### src/rtl/ps2_pkg.sv
// Shared scan codes, digit classifier and FSM state types for the PS/2
// temperature-entry front end.
package ps2_pkg;

  localparam logic [7:0] SC_0     = 8'h45;
  localparam logic [7:0] SC_1     = 8'h16;
  localparam logic [7:0] SC_2     = 8'h1E;
  localparam logic [7:0] SC_3     = 8'h26;
  localparam logic [7:0] SC_4     = 8'h25;
  localparam logic [7:0] SC_5     = 8'h2E;
  localparam logic [7:0] SC_6     = 8'h36;
  localparam logic [7:0] SC_7     = 8'h3D;
  localparam logic [7:0] SC_8     = 8'h3E;
  localparam logic [7:0] SC_9     = 8'h46;
  localparam logic [7:0] SC_ENTER = 8'h5A;
  localparam logic [7:0] SC_ESC   = 8'h76;
  localparam logic [7:0] SC_BKSP  = 8'h66;
  localparam logic [7:0] SC_BREAK = 8'hF0;
  localparam logic [7:0] SC_EXT   = 8'hE0;

  typedef enum logic [1:0] {RX_IDLE, RX_DATA, RX_PARITY, RX_STOP} rx_state_e;
  typedef enum logic [1:0] {WAIT_TENS, WAIT_UNITS, WAIT_ENTER} entry_state_e;

  function automatic logic is_digit(input logic [7:0] code);
    case (code)
      SC_0, SC_1, SC_2, SC_3, SC_4,
      SC_5, SC_6, SC_7, SC_8, SC_9: return 1'b1;
      default:                      return 1'b0;
    endcase
  endfunction

endpackage

### src/rtl/ps2_temp_entry_if.sv
// Keyboard-side inputs and committed-setpoint outputs of ps2_temp_entry.
interface ps2_temp_entry_if;
  logic       ps2_clk;
  logic       ps2_data;
  logic [7:0] DECENAS;
  logic [7:0] UNIDADES;
  logic       valid;
  logic       frame_err;

  modport master (output ps2_clk, ps2_data, input DECENAS, UNIDADES, valid, frame_err);
  modport slave  (input ps2_clk, ps2_data, output DECENAS, UNIDADES, valid, frame_err);
endinterface

### src/rtl/ps2_rx_byte.sv
// PS/2 byte receiver: synchronizer, clock glitch filter, framing FSM with
// odd-parity/stop checks and a mid-frame inactivity timeout.
module ps2_rx_byte
  import ps2_pkg::*;
#(
  parameter int FILTER_LEN  = 8,
  parameter int TIMEOUT_CYC = 100000
) (
  input  logic       CLK,
  input  logic       reset,
  input  logic       ps2_clk,
  input  logic       ps2_data,
  output logic [7:0] rx_byte,
  output logic       byte_rdy,
  output logic       frame_err
);

  localparam int FW = $clog2(FILTER_LEN + 1);
  localparam int TW = $clog2(TIMEOUT_CYC + 1);

  logic          clk_s1_q, clk_s2_q, data_s1_q, data_s2_q;
  logic          filt_d, filt_q, filt_prev_q;
  logic [FW-1:0] fcnt_d, fcnt_q;
  logic          fall;

  rx_state_e     state_d, state_q;
  logic [2:0]    bits_d, bits_q;
  logic [7:0]    shift_d, shift_q;
  logic          par_ok_d, par_ok_q;
  logic [TW-1:0] to_d, to_q;
  logic [7:0]    byte_d, byte_q;
  logic          rdy_d, rdy_q, err_d, err_q;

  always_ff @(posedge CLK or negedge reset) begin
    if (!reset) begin
      clk_s1_q    <= 1'b1;
      clk_s2_q    <= 1'b1;
      data_s1_q   <= 1'b1;
      data_s2_q   <= 1'b1;
      filt_q      <= 1'b1;
      filt_prev_q <= 1'b1;
      fcnt_q      <= '0;
      state_q     <= RX_IDLE;
      bits_q      <= '0;
      shift_q     <= '0;
      par_ok_q    <= 1'b0;
      to_q        <= '0;
      byte_q      <= '0;
      rdy_q       <= 1'b0;
      err_q       <= 1'b0;
    end else begin
      clk_s1_q    <= ps2_clk;
      clk_s2_q    <= clk_s1_q;
      data_s1_q   <= ps2_data;
      data_s2_q   <= data_s1_q;
      filt_q      <= filt_d;
      filt_prev_q <= filt_q;
      fcnt_q      <= fcnt_d;
      state_q     <= state_d;
      bits_q      <= bits_d;
      shift_q     <= shift_d;
      par_ok_q    <= par_ok_d;
      to_q        <= to_d;
      byte_q      <= byte_d;
      rdy_q       <= rdy_d;
      err_q       <= err_d;
    end
  end

  // Filtered level flips only on the FILTER_LEN-th consecutive disagreeing sample.
  always_comb begin
    filt_d = filt_q;
    fcnt_d = '0;
    if (clk_s2_q != filt_q) begin
      if (fcnt_q == FW'(FILTER_LEN - 1)) filt_d = clk_s2_q;
      else                               fcnt_d = fcnt_q + 1'b1;
    end
  end

  assign fall = filt_prev_q & ~filt_q;

  always_comb begin
    state_d  = state_q;
    bits_d   = bits_q;
    shift_d  = shift_q;
    par_ok_d = par_ok_q;
    byte_d   = byte_q;
    rdy_d    = 1'b0;
    err_d    = 1'b0;
    if (state_q == RX_IDLE || fall) to_d = '0;
    else                            to_d = to_q + 1'b1;

    // Timeout wins over a byte completing on the same cycle.
    if (state_q != RX_IDLE && to_q == TW'(TIMEOUT_CYC - 1)) begin
      err_d   = 1'b1;
      state_d = RX_IDLE;
      to_d    = '0;
    end else if (fall) begin
      case (state_q)
        RX_IDLE: if (!data_s2_q) begin
          state_d = RX_DATA;
          bits_d  = '0;
        end
        RX_DATA: begin
          shift_d = {data_s2_q, shift_q[7:1]};
          bits_d  = bits_q + 1'b1;
          if (bits_q == 3'd7) state_d = RX_PARITY;
        end
        RX_PARITY: begin
          par_ok_d = ^{shift_q, data_s2_q};
          state_d  = RX_STOP;
        end
        RX_STOP: begin
          if (data_s2_q && par_ok_q) begin
            rdy_d  = 1'b1;
            byte_d = shift_q;
          end else begin
            err_d = 1'b1;
          end
          state_d = RX_IDLE;
        end
        default: state_d = RX_IDLE;
      endcase
    end
  end

  assign rx_byte   = byte_q;
  assign byte_rdy  = rdy_q;
  assign frame_err = err_q;

endmodule

### src/rtl/ps2_temp_entry.sv
// Captures a two-digit setpoint typed as tens, units, Enter and holds the
// committed pair of scan codes for DecoTemps.
module ps2_temp_entry
  import ps2_pkg::*;
#(
  parameter int FILTER_LEN  = 8,
  parameter int TIMEOUT_CYC = 100000
) (
  input logic             CLK,
  input logic             reset,
  ps2_temp_entry_if.slave bus
);

  logic [7:0]   rx_byte;
  logic         byte_rdy, rx_err;
  logic         ext_d, ext_q, brk_d, brk_q, make;
  entry_state_e entry_d, entry_q;
  logic [7:0]   tens_d, tens_q, units_d, units_q, dec_d, dec_q, uni_d, uni_q;
  logic         valid_d, valid_q;

  ps2_rx_byte #(.FILTER_LEN(FILTER_LEN), .TIMEOUT_CYC(TIMEOUT_CYC)) u_rx (
    .CLK      (CLK),
    .reset    (reset),
    .ps2_clk  (bus.ps2_clk),
    .ps2_data (bus.ps2_data),
    .rx_byte  (rx_byte),
    .byte_rdy (byte_rdy),
    .frame_err(rx_err)
  );

  always_ff @(posedge CLK or negedge reset) begin
    if (!reset) begin
      ext_q   <= 1'b0;
      brk_q   <= 1'b0;
      entry_q <= WAIT_TENS;
      tens_q  <= '0;
      units_q <= '0;
      dec_q   <= '0;
      uni_q   <= '0;
      valid_q <= 1'b0;
    end else begin
      ext_q   <= ext_d;
      brk_q   <= brk_d;
      entry_q <= entry_d;
      tens_q  <= tens_d;
      units_q <= units_d;
      dec_q   <= dec_d;
      uni_q   <= uni_d;
      valid_q <= valid_d;
    end
  end

  // The byte following a break or extended prefix is swallowed, not a make.
  always_comb begin
    ext_d   = ext_q;
    brk_d   = brk_q;
    make    = 1'b0;
    entry_d = entry_q;
    tens_d  = tens_q;
    units_d = units_q;
    dec_d   = dec_q;
    uni_d   = uni_q;
    valid_d = 1'b0;

    if (byte_rdy) begin
      if (rx_byte == SC_EXT)        ext_d = 1'b1;
      else if (rx_byte == SC_BREAK) brk_d = 1'b1;
      else if (ext_q || brk_q) begin
        ext_d = 1'b0;
        brk_d = 1'b0;
      end else begin
        make = 1'b1;
      end
    end

    if (make) begin
      if (rx_byte == SC_ESC) begin
        entry_d = WAIT_TENS;
      end else if (rx_byte == SC_BKSP) begin
        case (entry_q)
          WAIT_ENTER: entry_d = WAIT_UNITS;
          WAIT_UNITS: entry_d = WAIT_TENS;
          default:    entry_d = entry_q;
        endcase
      end else if (is_digit(rx_byte)) begin
        case (entry_q)
          WAIT_TENS: begin
            tens_d  = rx_byte;
            entry_d = WAIT_UNITS;
          end
          WAIT_UNITS: begin
            units_d = rx_byte;
            entry_d = WAIT_ENTER;
          end
          default: units_d = rx_byte;
        endcase
      end else if (rx_byte == SC_ENTER && entry_q == WAIT_ENTER) begin
        dec_d   = tens_q;
        uni_d   = units_q;
        valid_d = 1'b1;
        entry_d = WAIT_TENS;
      end
    end
  end

  assign bus.DECENAS   = dec_q;
  assign bus.UNIDADES  = uni_q;
  assign bus.valid     = valid_q;
  assign bus.frame_err = rx_err;

endmodule

### src/flat_wrapper.sv
// flat-port wrapper written by rule: the top's interface ports become plain ports
module ps2_temp_entry_flat import ps2_pkg::*;
#(
  parameter int FILTER_LEN  = 8,
  parameter int TIMEOUT_CYC = 100000
)
  (CLK, reset, bus_ps2_clk, bus_ps2_data, bus_DECENAS, bus_UNIDADES, bus_valid, bus_frame_err);
  ps2_temp_entry_if bus_i ();
  input logic CLK;
  input logic reset;
  input wire logic [$bits(bus_i.ps2_clk)-1:0] bus_ps2_clk;
  input wire logic [$bits(bus_i.ps2_data)-1:0] bus_ps2_data;
  output wire logic [$bits(bus_i.DECENAS)-1:0] bus_DECENAS;
  output wire logic [$bits(bus_i.UNIDADES)-1:0] bus_UNIDADES;
  output wire logic [$bits(bus_i.valid)-1:0] bus_valid;
  output wire logic [$bits(bus_i.frame_err)-1:0] bus_frame_err;
  assign bus_i.ps2_clk = bus_ps2_clk;
  assign bus_i.ps2_data = bus_ps2_data;
  assign bus_DECENAS = bus_i.DECENAS;
  assign bus_UNIDADES = bus_i.UNIDADES;
  assign bus_valid = bus_i.valid;
  assign bus_frame_err = bus_i.frame_err;
  ps2_temp_entry #(.FILTER_LEN(FILTER_LEN), .TIMEOUT_CYC(TIMEOUT_CYC)) u_core (.CLK(CLK), .reset(reset), .bus(bus_i));
endmodule
### config.mk
export PLATFORM = sky130hd
export DESIGN_NAME = ps2_temp_entry_flat
export DESIGN_NICKNAME = d
export VERILOG_FILES = /design/src/rtl/ps2_pkg.sv /design/src/rtl/ps2_temp_entry_if.sv /design/src/rtl/ps2_rx_byte.sv /design/src/rtl/ps2_temp_entry.sv /design/src/flat_wrapper.sv
export SDC_FILE = /design/constraint.sdc
export NUM_CORES = 1
export LEC_CHECK = 0
export CORE_UTILIZATION = 62
export CTS_BUF_LIST = sky130_fd_sc_hd__clkbuf_8
export DETAILED_ROUTE_END_ITERATION = 8
export PLACE_DENSITY_LB_ADDON = 0.1
export RECOVER_POWER = 50
export SYNTH_ARGS = -nofsm -noshare
export SYNTH_HDL_FRONTEND = slang
export SYNTH_HIERARCHICAL = 1
export SYNTH_SLANG_ARGS = --single-unit
### constraint.sdc
create_clock -name CLK -period 2.22 [get_ports CLK]
set_input_delay 0.444 -clock CLK [delete_from_list [all_inputs] [get_ports CLK]]
set_output_delay 0.444 -clock CLK [all_outputs]
set_load 0.01 [all_outputs]
==> summary.md, run 1 <==
| Metric | Value |
|---|---|
| Post-Route WL | roughly 6500 µm |
| Layout area overhead | 14.5% |
| Setup tns final | 0 ns |
| Status | complete, no violations |
| Net Sw Frac | 0.287 |
| GR Overflow Total | 0 |
| Top post-synthesis cells by area | dfrtp_1, mux2_2, dfstp_2 |
| CP Class | flip-flop to flip-flop |
| DR WL/cell | approximately 15 µm |
| Final Hold Violating Endpoints | 0 |
| Crit-path slowest cell | dfrtp_1 |
| Clock-pin slew on the worst setup and hold paths | 0.09 ns |
| Critical path peak fanout | 8 |
| CTS tree | done |
| Ys Warns | 6 |
| Worst rel slew slack | 0.401 |
| Power per cell area | 766 nW/µm² |
| Tcrit/Tclk final | 0.944 |
| Die Ht | between 80 and 90 µm |
| Reg power frac | 0.520 |
| Via count of the routed design | approximately 2,500 |
| Die extent in x | 82.0 µm |
| Worst skew pair latency | about 0.36 ns |
| Min Clock Period, post-route | about 2.1 ns |
| Std-Cell Core Area | about 6000 µm² |
| Fin Clk Skew | about 0.0076 ns |
| Worst EP arrival | roughly 2.4 ns |
| Clock buffer count from CTS | 9 |
| Largest net degree at the start of global routing | 39 |
| Antenna cells | 0 |
| Post-CTS Hold Buffers | 0 |
| Clock power share | 0.322 |
| Tightest Hold Check Type | primary input to asynchronous set/reset pin |
| Post-route DRC | 0 |
| Mapped Avg Cell Area | around 12 µm² |
| Ports | 22 |
| Pre-antenna DRT Iters | 5 |
| Routed vias/inst | 5.69 |
| Clock root buffer | clkbuf_8 |
| FFs w/ async S/R, synth | 1.00 |
| Cell taking the most area after synthesis | dfrtp_1 |
| Std cell rows | 28 |
| Post-synth top area share | 0.518 |
| Share of cells above drive strength 1 | 0.257 |
| Number of enable flip-flop cells after synthesis | 0 |
| Fill count | around 410 |
| CP startpoint kind | flip-flop |
| Global-route wire length before repair | 11,000 µm |
| Clk sink count | between 80 and 90 |
| GRT Total Usage | 0.220 |
| Ys flop type | dfrtp_1 |
| Worst stage delay on the critical path | ~0.5 ns |
| Endpoint class of the critical path | flip-flop |
| HPWL Detailed | 4400 µm |
| Critical Path, Cell by Cell | nor4b_1 -> a21oi_1 -> a211o_1 -> nor3_4 -> buf_12 -> mux2_2 |
| Area of the multi-input gates | around 1700 µm² |
| Port Buffers | 21 |
| Yosys reg bits | 88 |
| CP required | around 2.5 ns |
| Synthesized net count | roughly 330 |
| NumNets Final | 372 |
| 1st-iter DRT viols | approximately 120 |
| Seq/Total Area, Yosys | 0.557 |
| Placer Congestion | approximately 0.83 |
| Gate power share | 0.157 |
| Cell Area, Synth | between 3000 and 4000 µm² |
| Vias in the first global route | 2,420 |
| Lkg Pwr | about 2.1 nW |
| Clock Path Buffers | 2 |
| Slew Limit Fails | 0 |
| Die footprint | 6720 µm² |
| Internal | roughly 2.5 mW |
| Maximum achievable frequency | approximately 480 MHz |
| Max IR drop VDD | 0.000590 V |
| DRT antenna net count | 0 |
| Total power | 3.47 mW |
| Sw Pwr | roughly 1 mW |
| Antenna violations before repair | 0 |
| Initial Util | 0.658 |
| Max-cap viol count | 0 |
| RSZ-0062 raised after global routing | no |
| Gate count after technology mapping | 318 |
| Register area | 2210 µm² |
| Yosys cell types | between 50 and 60 |
| Final setup fails | 0 |
| CTS H-tree depth | 3 |
| Worst slew pin tran | approximately 0.90 ns |
[metrics by stage]
step	hold slack (ns)	worst slack [ns]	util	instances	instance area (µm²)
floorplan	0.148	0.209	-	318	3960
detailed placement	0.351	0.0616	0.715	419	4310
CTS	0.0440	0.0437	0.749	435	4510
finish	0.191	0.124	0.753	437	4540
global placement	0.347	0.154	0.715	419	4310
global route	0.286	0.00606	0.753	437	4540
[logic make-up after synthesis]
family          after synthesis  synth area share
xor+xnor                     25            0.0552
flops                        88             0.557
fa+ha+maj                    11            0.0347
buf+inv                      16            0.0221
compound gates               31            0.0616
simple gates                101             0.138
mux                          46             0.131
[area by class of cell]
| cell class | instances | area share |
|---|---|---|
| Inverter | 10 | 0.00827 |
| Multi-Input combinational cell | 214 | 0.371 |
| Tap cell | 75 | 0.0207 |
| Clock inverter | 7 | 0.0171 |
| Timing Repair Buffer | 34 | 0.0681 |
| Sequential cell | 88 | 0.487 |
| Clock buffer | 9 | 0.0273 |
[state kept, by name (all words and copies together) (netlist names)]
| register | cells |
|---|---|
| u_core/u_rx/byte_rdy | 1 |
| u_core/u_rx/bits_q | 3 |
| u_core/bus.DECENAS | 8 |
| u_core/units_q | 8 |
| u_core/u_rx/filt_prev_q | 1 |
| u_core/brk_q | 1 |
| u_core/tens_q | 8 |
| u_core/u_rx/par_ok_q | 1 |
| u_core/u_rx/clk_s2_q | 1 |
| u_core/u_rx/clk_s1_q | 1 |
| u_core/bus.valid | 1 |
| u_core/bus.UNIDADES | 8 |
| u_core/u_rx/to_q | 17 |
| u_core/u_rx/rx_byte | 8 |
| u_core/u_rx/state_q | 2 |
| u_core/u_rx/frame_err | 1 |
| u_core/u_rx/filt_q | 1 |
| u_core/u_rx/shift_q | 8 |
| u_core/ext_q | 1 |
| u_core/u_rx/fcnt_q | 4 |
| u_core/u_rx/data_s1_q | 1 |
| u_core/entry_q | 2 |
| u_core/u_rx/data_s2_q | 1 |
[worst paths after layout]
path | from | to | slack [ns] | cells after the start
max | u_core/u_rx/rx_byte[6] | u_core/units_q[4] | 0.12 | 6
min | reset | u_core/bus.DECENAS[2] | 0.19 | 1
max reg2reg | u_core/u_rx/rx_byte[6] | u_core/units_q[4] | 0.12 | 6
min reg2reg | u_core/u_rx/data_s1_q | u_core/u_rx/data_s2_q | 0.36 | 0
max in group asynchronous | reset | u_core/u_rx/bits_q[1] | 0.67 | 2
min in group CLK | u_core/u_rx/data_s1_q | u_core/u_rx/data_s2_q | 0.36 | 0
[cell usage after synthesis (2+ instances only)]
library cell,instances
dfrtp_1,82
mux2_2,46
nor2_1,27
nand2_1,16
xnor2_1,14
ha_1,11
nand3_1,11
xor2_1,11
inv_1,10
nor2b_1,8
nor3_1,8
dfstp_2,6
a21oi_1,5
a21o_1,4
and3_1,4
nand2b_1,4
a32o_1,3
buf_4,3
a211o_1,2
a211oi_1,2
and2_1,2
buf_6,2
nand2_2,2
nand4_1,2
nand4bb_1,2
nor4bb_1,2
o21a_1,2
o21ai_0,2
or3_1,2
[placed cells by master (no fill, tap or decap), drive strengths merged, types with 2 or more instances in the layout]
cell	netlist	layout
buf	6	11
a211oi	2	2
nand3	11	11
o21ai	2	2
mux2	46	46
a21oi	5	5
ha	11	11
and2	3	3
nor3	10	10
inv	10	13
dlygate4sd3	0	2
dfrtp	82	82
or3	2	2
clkdlybuf4s50	0	18
o21a	2	2
dfstp	6	6
xnor2	14	14
nand2	18	18
nand2b	4	4
o41ai	2	2
nor2	27	27
nor2b	8	8
a21o	4	4
clkbuf	0	12
nor4bb	2	2
nand4bb	2	2
clkinv	0	2
a211o	2	2
and3	5	5
a32o	3	3
nand4	2	2
xor2	11	11
[layer usage]
metal	track usage	vias up	wire (µm)
li1	-	1201	-
met1	0.282	1222	3000
met5	0	-	0
met2	0.355	51	3160
met3	0.0367	14	206
met4	0.121	0	143
[critical path: cells and delay by family, from the launching register on]
kind / cells / cell delay [ns]
AOI/OAI and AO/OA: 2 / 0.50
buffers and inverters: 1 / 0.14
DFF: 1 / 0.49
muxes: 1 / 0.34
and+or+nand+nor: 2 / 0.51
[timing repair]
action,in CTS,in global routing
setup buffers,0,2
gates resized for setup,0,4
endpoints found under the setup margin,0,43
endpoints found under the hold margin,0,0
[power groups by stage]
stage / clock [mW] / sequential [mW] / combinational (mW)
after floorplan: 0 / 1.81 / 0.425
after global placement: 0 / 1.83 / 0.514
after detailed placement: 0 / 1.84 / 0.526
after CTS: 1.16 / 1.81 / 0.532
after global routing: 1.20 / 1.82 / 0.625
final: 1.12 / 1.81 / 0.547
No activity file was read; power rests on OpenSTA's default activity.
==> run 2: changes to the inputs <==
==> constraint.sdc (replaced) <==
create_clock -name CLK -period 2.22 [get_ports CLK]
set_input_delay 0.555 -clock CLK [delete_from_list [all_inputs] [get_ports CLK]]
set_output_delay 0.555 -clock CLK [all_outputs]
set_load 0.01 [all_outputs]
==> run 2 against run 1 <==
The flow now finishes with violations (max-capacitance violations, max-slew violations); hold slack better by 0.17 ns; die area unchanged; non-clock buffer count down 1; count of clock-buffer cells in the layout unchanged; total power up 3.1%; worst setup slack better by 0.014 ns; critical endpoint is now u_core/units_q[0]; clock skew up 0.0064 ns.
==> summary.md, run 2 (synthesis gave the netlist of run 1 again) <==
| Metric | Value |
|---|---|
| Status | complete, but fails checks |
| Failing checks | max-capacitance violations, max-slew violations |
| CTS tree | done |
| Routed vias/inst | 5.64 |
| Clock Path Buffers | 2 |
| Worst rel slew slack | -0.0667 |
| DR WL/cell | ~15 µm |
| Hold Startpoint | u_core/u_rx/clk_s1_q |
| Max-cap viol count | 1 |
| Pre-antenna DRT Iters | 4 |
| Antenna cells | 0 |
| Commonest non-fill, non-tap cells in the layout | dfrtp_1, mux2_2, nor2_1, clkdlybuf4s50_1, nand2_1 |
| Clock-pin slew on the worst setup and hold paths | 0.09 ns |
| Fill count | 395 |
| Hold endpoint | u_core/u_rx/clk_s2_q |
| Critical Path, Cell by Cell | nor4b_1 -> a21oi_1 -> a211o_1 -> nor3_4 -> buf_12 -> mux2_2 |
| Post-route DRC | 0 |
| Ports | 22 |
| R2R depth | 6 |
| Crit-path slowest cell | dfrtp_1 |
| GR Overflow Total | 0 |
| Antenna violations before repair | 0 |
| Layout area overhead | 15.1% |
| Clk sink count | slightly below 90 |
| Via count of the routed design | approximately 2,500 |
| Clock buffer count from CTS | 9 |
| Post-route setup slack | ~0.14 ns |
| Clock root buffer | clkbuf_8 |
| Std-Cell Core Area | roughly 6000 µm² |
| GRT Total Usage | 0.228 |
| R2r setup slk | roughly 0.14 ns |
| Share of cells above drive strength 1 | 0.249 |
| Die extent in x | slightly above 80 µm |
| HPWL Detailed | 4600 µm |
| Initial Util | 0.658 |
| Fin Clk Skew | approximately 0.014 ns |
| Worst skew pair latency | approximately 0.37 ns |
| CP Class | flip-flop to flip-flop |
| Critical R2R Capture | u_core/units_q[0] |
| DRT antenna net count | 0 |
| Min Clock Period, post-route | 2.08 ns |
| Most common cell after layout, fill and taps aside | dfrtp_1 |
| Area of the multi-input gates | ~1700 µm² |
| Slew Limit Fails | 30 |
| Final Hold Violating Endpoints | 0 |
| Die footprint | 6720 µm² |
| Tcrit/Tclk final | 0.938 |
| Hold_ws | ~0.36 ns |
| Final setup fails | 0 |
| Power per cell area | 785 nW/µm² |
| CTS H-tree depth | 3 |
| Critical path peak fanout | 9 |
| Largest register by flop count | u_core/u_rx/to_q |
| Worst EP arrival | 2.34 ns |
| Critical R2R Launch | u_core/u_rx/rx_byte[3] |
| CP required | ~2.5 ns |
| Largest net degree at the start of global routing | between 40 and 50 |
| Delay-heaviest family, CP | simple AND/OR/NAND/NOR gates |
| Global-route wire length before repair | about 11,000 µm |
| Vias in the first global route | around 2,500 |
| Placer Congestion | roughly 0.85 |
| Port Buffers | 21 |
| Register area | 2210 µm² |
| Post-Route WL | slightly below 7000 µm |
| 1st-iter DRT viols | 86 |
| NumNets Final | 371 |
| Hold Crit Depth | 0 |
| Max IR drop VDD | 0.000503 V |
| Std cell rows | 28 |
| CP startpoint kind | flip-flop |
| Die Ht | a little over 80 µm |
| Worst stage delay on the critical path | 0.48 ns |
| Lkg Pwr | between 2 and 2.5 nW |
| Endpoint class of the critical path | flip-flop |
| Place WS | 0.0808 ns |
| Number of flip-flops under the largest register name | 17 |
| Crit path buf inv count | 1 |
| Maximum achievable frequency | ~480 MHz |
| Tightest Hold Check Type | flip-flop to flip-flop |
| Worst slew pin tran | 1.60 ns |
-- run 2: layout make-up --
cell class                 count  share of cell area
inverter                      10             0.00823
sequential                    88               0.484
clock inverter                 7              0.0225
tap                           75              0.0206
timing repair buffer          33              0.0694
clock buffer                   9              0.0272
multi-input combinational    214               0.368
-- run 2: what timing repair did --
action	CTS	global route
hold buffers	0	0
gates resized for setup	0	2
buffers inserted	0	1
endpoints found under the setup margin	0	16
-- run 2: worst max-delay path by stage --
stage                                start                endpoint  cells past startpoint
floorplan           u_core/u_rx/rx_byte[4]       u_core/units_q[0]                      6
finish              u_core/u_rx/rx_byte[3]       u_core/units_q[0]                      6
CTS                 u_core/u_rx/state_q[0]  u_core/u_rx/rx_byte[4]                      7
detailed placement  u_core/u_rx/state_q[0]  u_core/u_rx/rx_byte[4]                      7
global placement    u_core/u_rx/state_q[0]  u_core/u_rx/rx_byte[0]                      7
global route        u_core/u_rx/rx_byte[3]       u_core/units_q[0]                      6
-- run 2: routing by layer --
| metal | part of all wire | GRT usage | vias to the layer above | wire [µm] |
|---|---|---|---|---|
| li1 | - | - | 1190 | - |
| met1 | 0.47 | 0.278 | 1218 | 3140 |
| met3 | 0.030 | 0.0444 | 15 | 202 |
| met2 | 0.48 | 0.385 | 38 | 3240 |
| met4 | 0.021 | 0.112 | 0 | 142 |
| met5 | 0 | 0 | - | 0 |
-- run 2: metrics by stage --
stage               cell area (µm²)  setup TNS, ns   util  cells  power (mW)
floorplan                      3960              0      -    318        2.24
global placement               4310              0  0.715    419        2.35
detailed placement             4310              0  0.715    419        2.37
CTS                            4540              0  0.753    435        3.61
global route                   4560        -0.0236  0.757    436        3.76
finish                         4560              0  0.757    436        3.58
-- run 2: where the power goes --
part	internal, mW	switching [mW]	total (mW)
logic	0.222	0.315	0.537
registers	1.71	0.0891	1.80
clock network	0.645	0.595	1.24
total	2.58	1.00	3.58
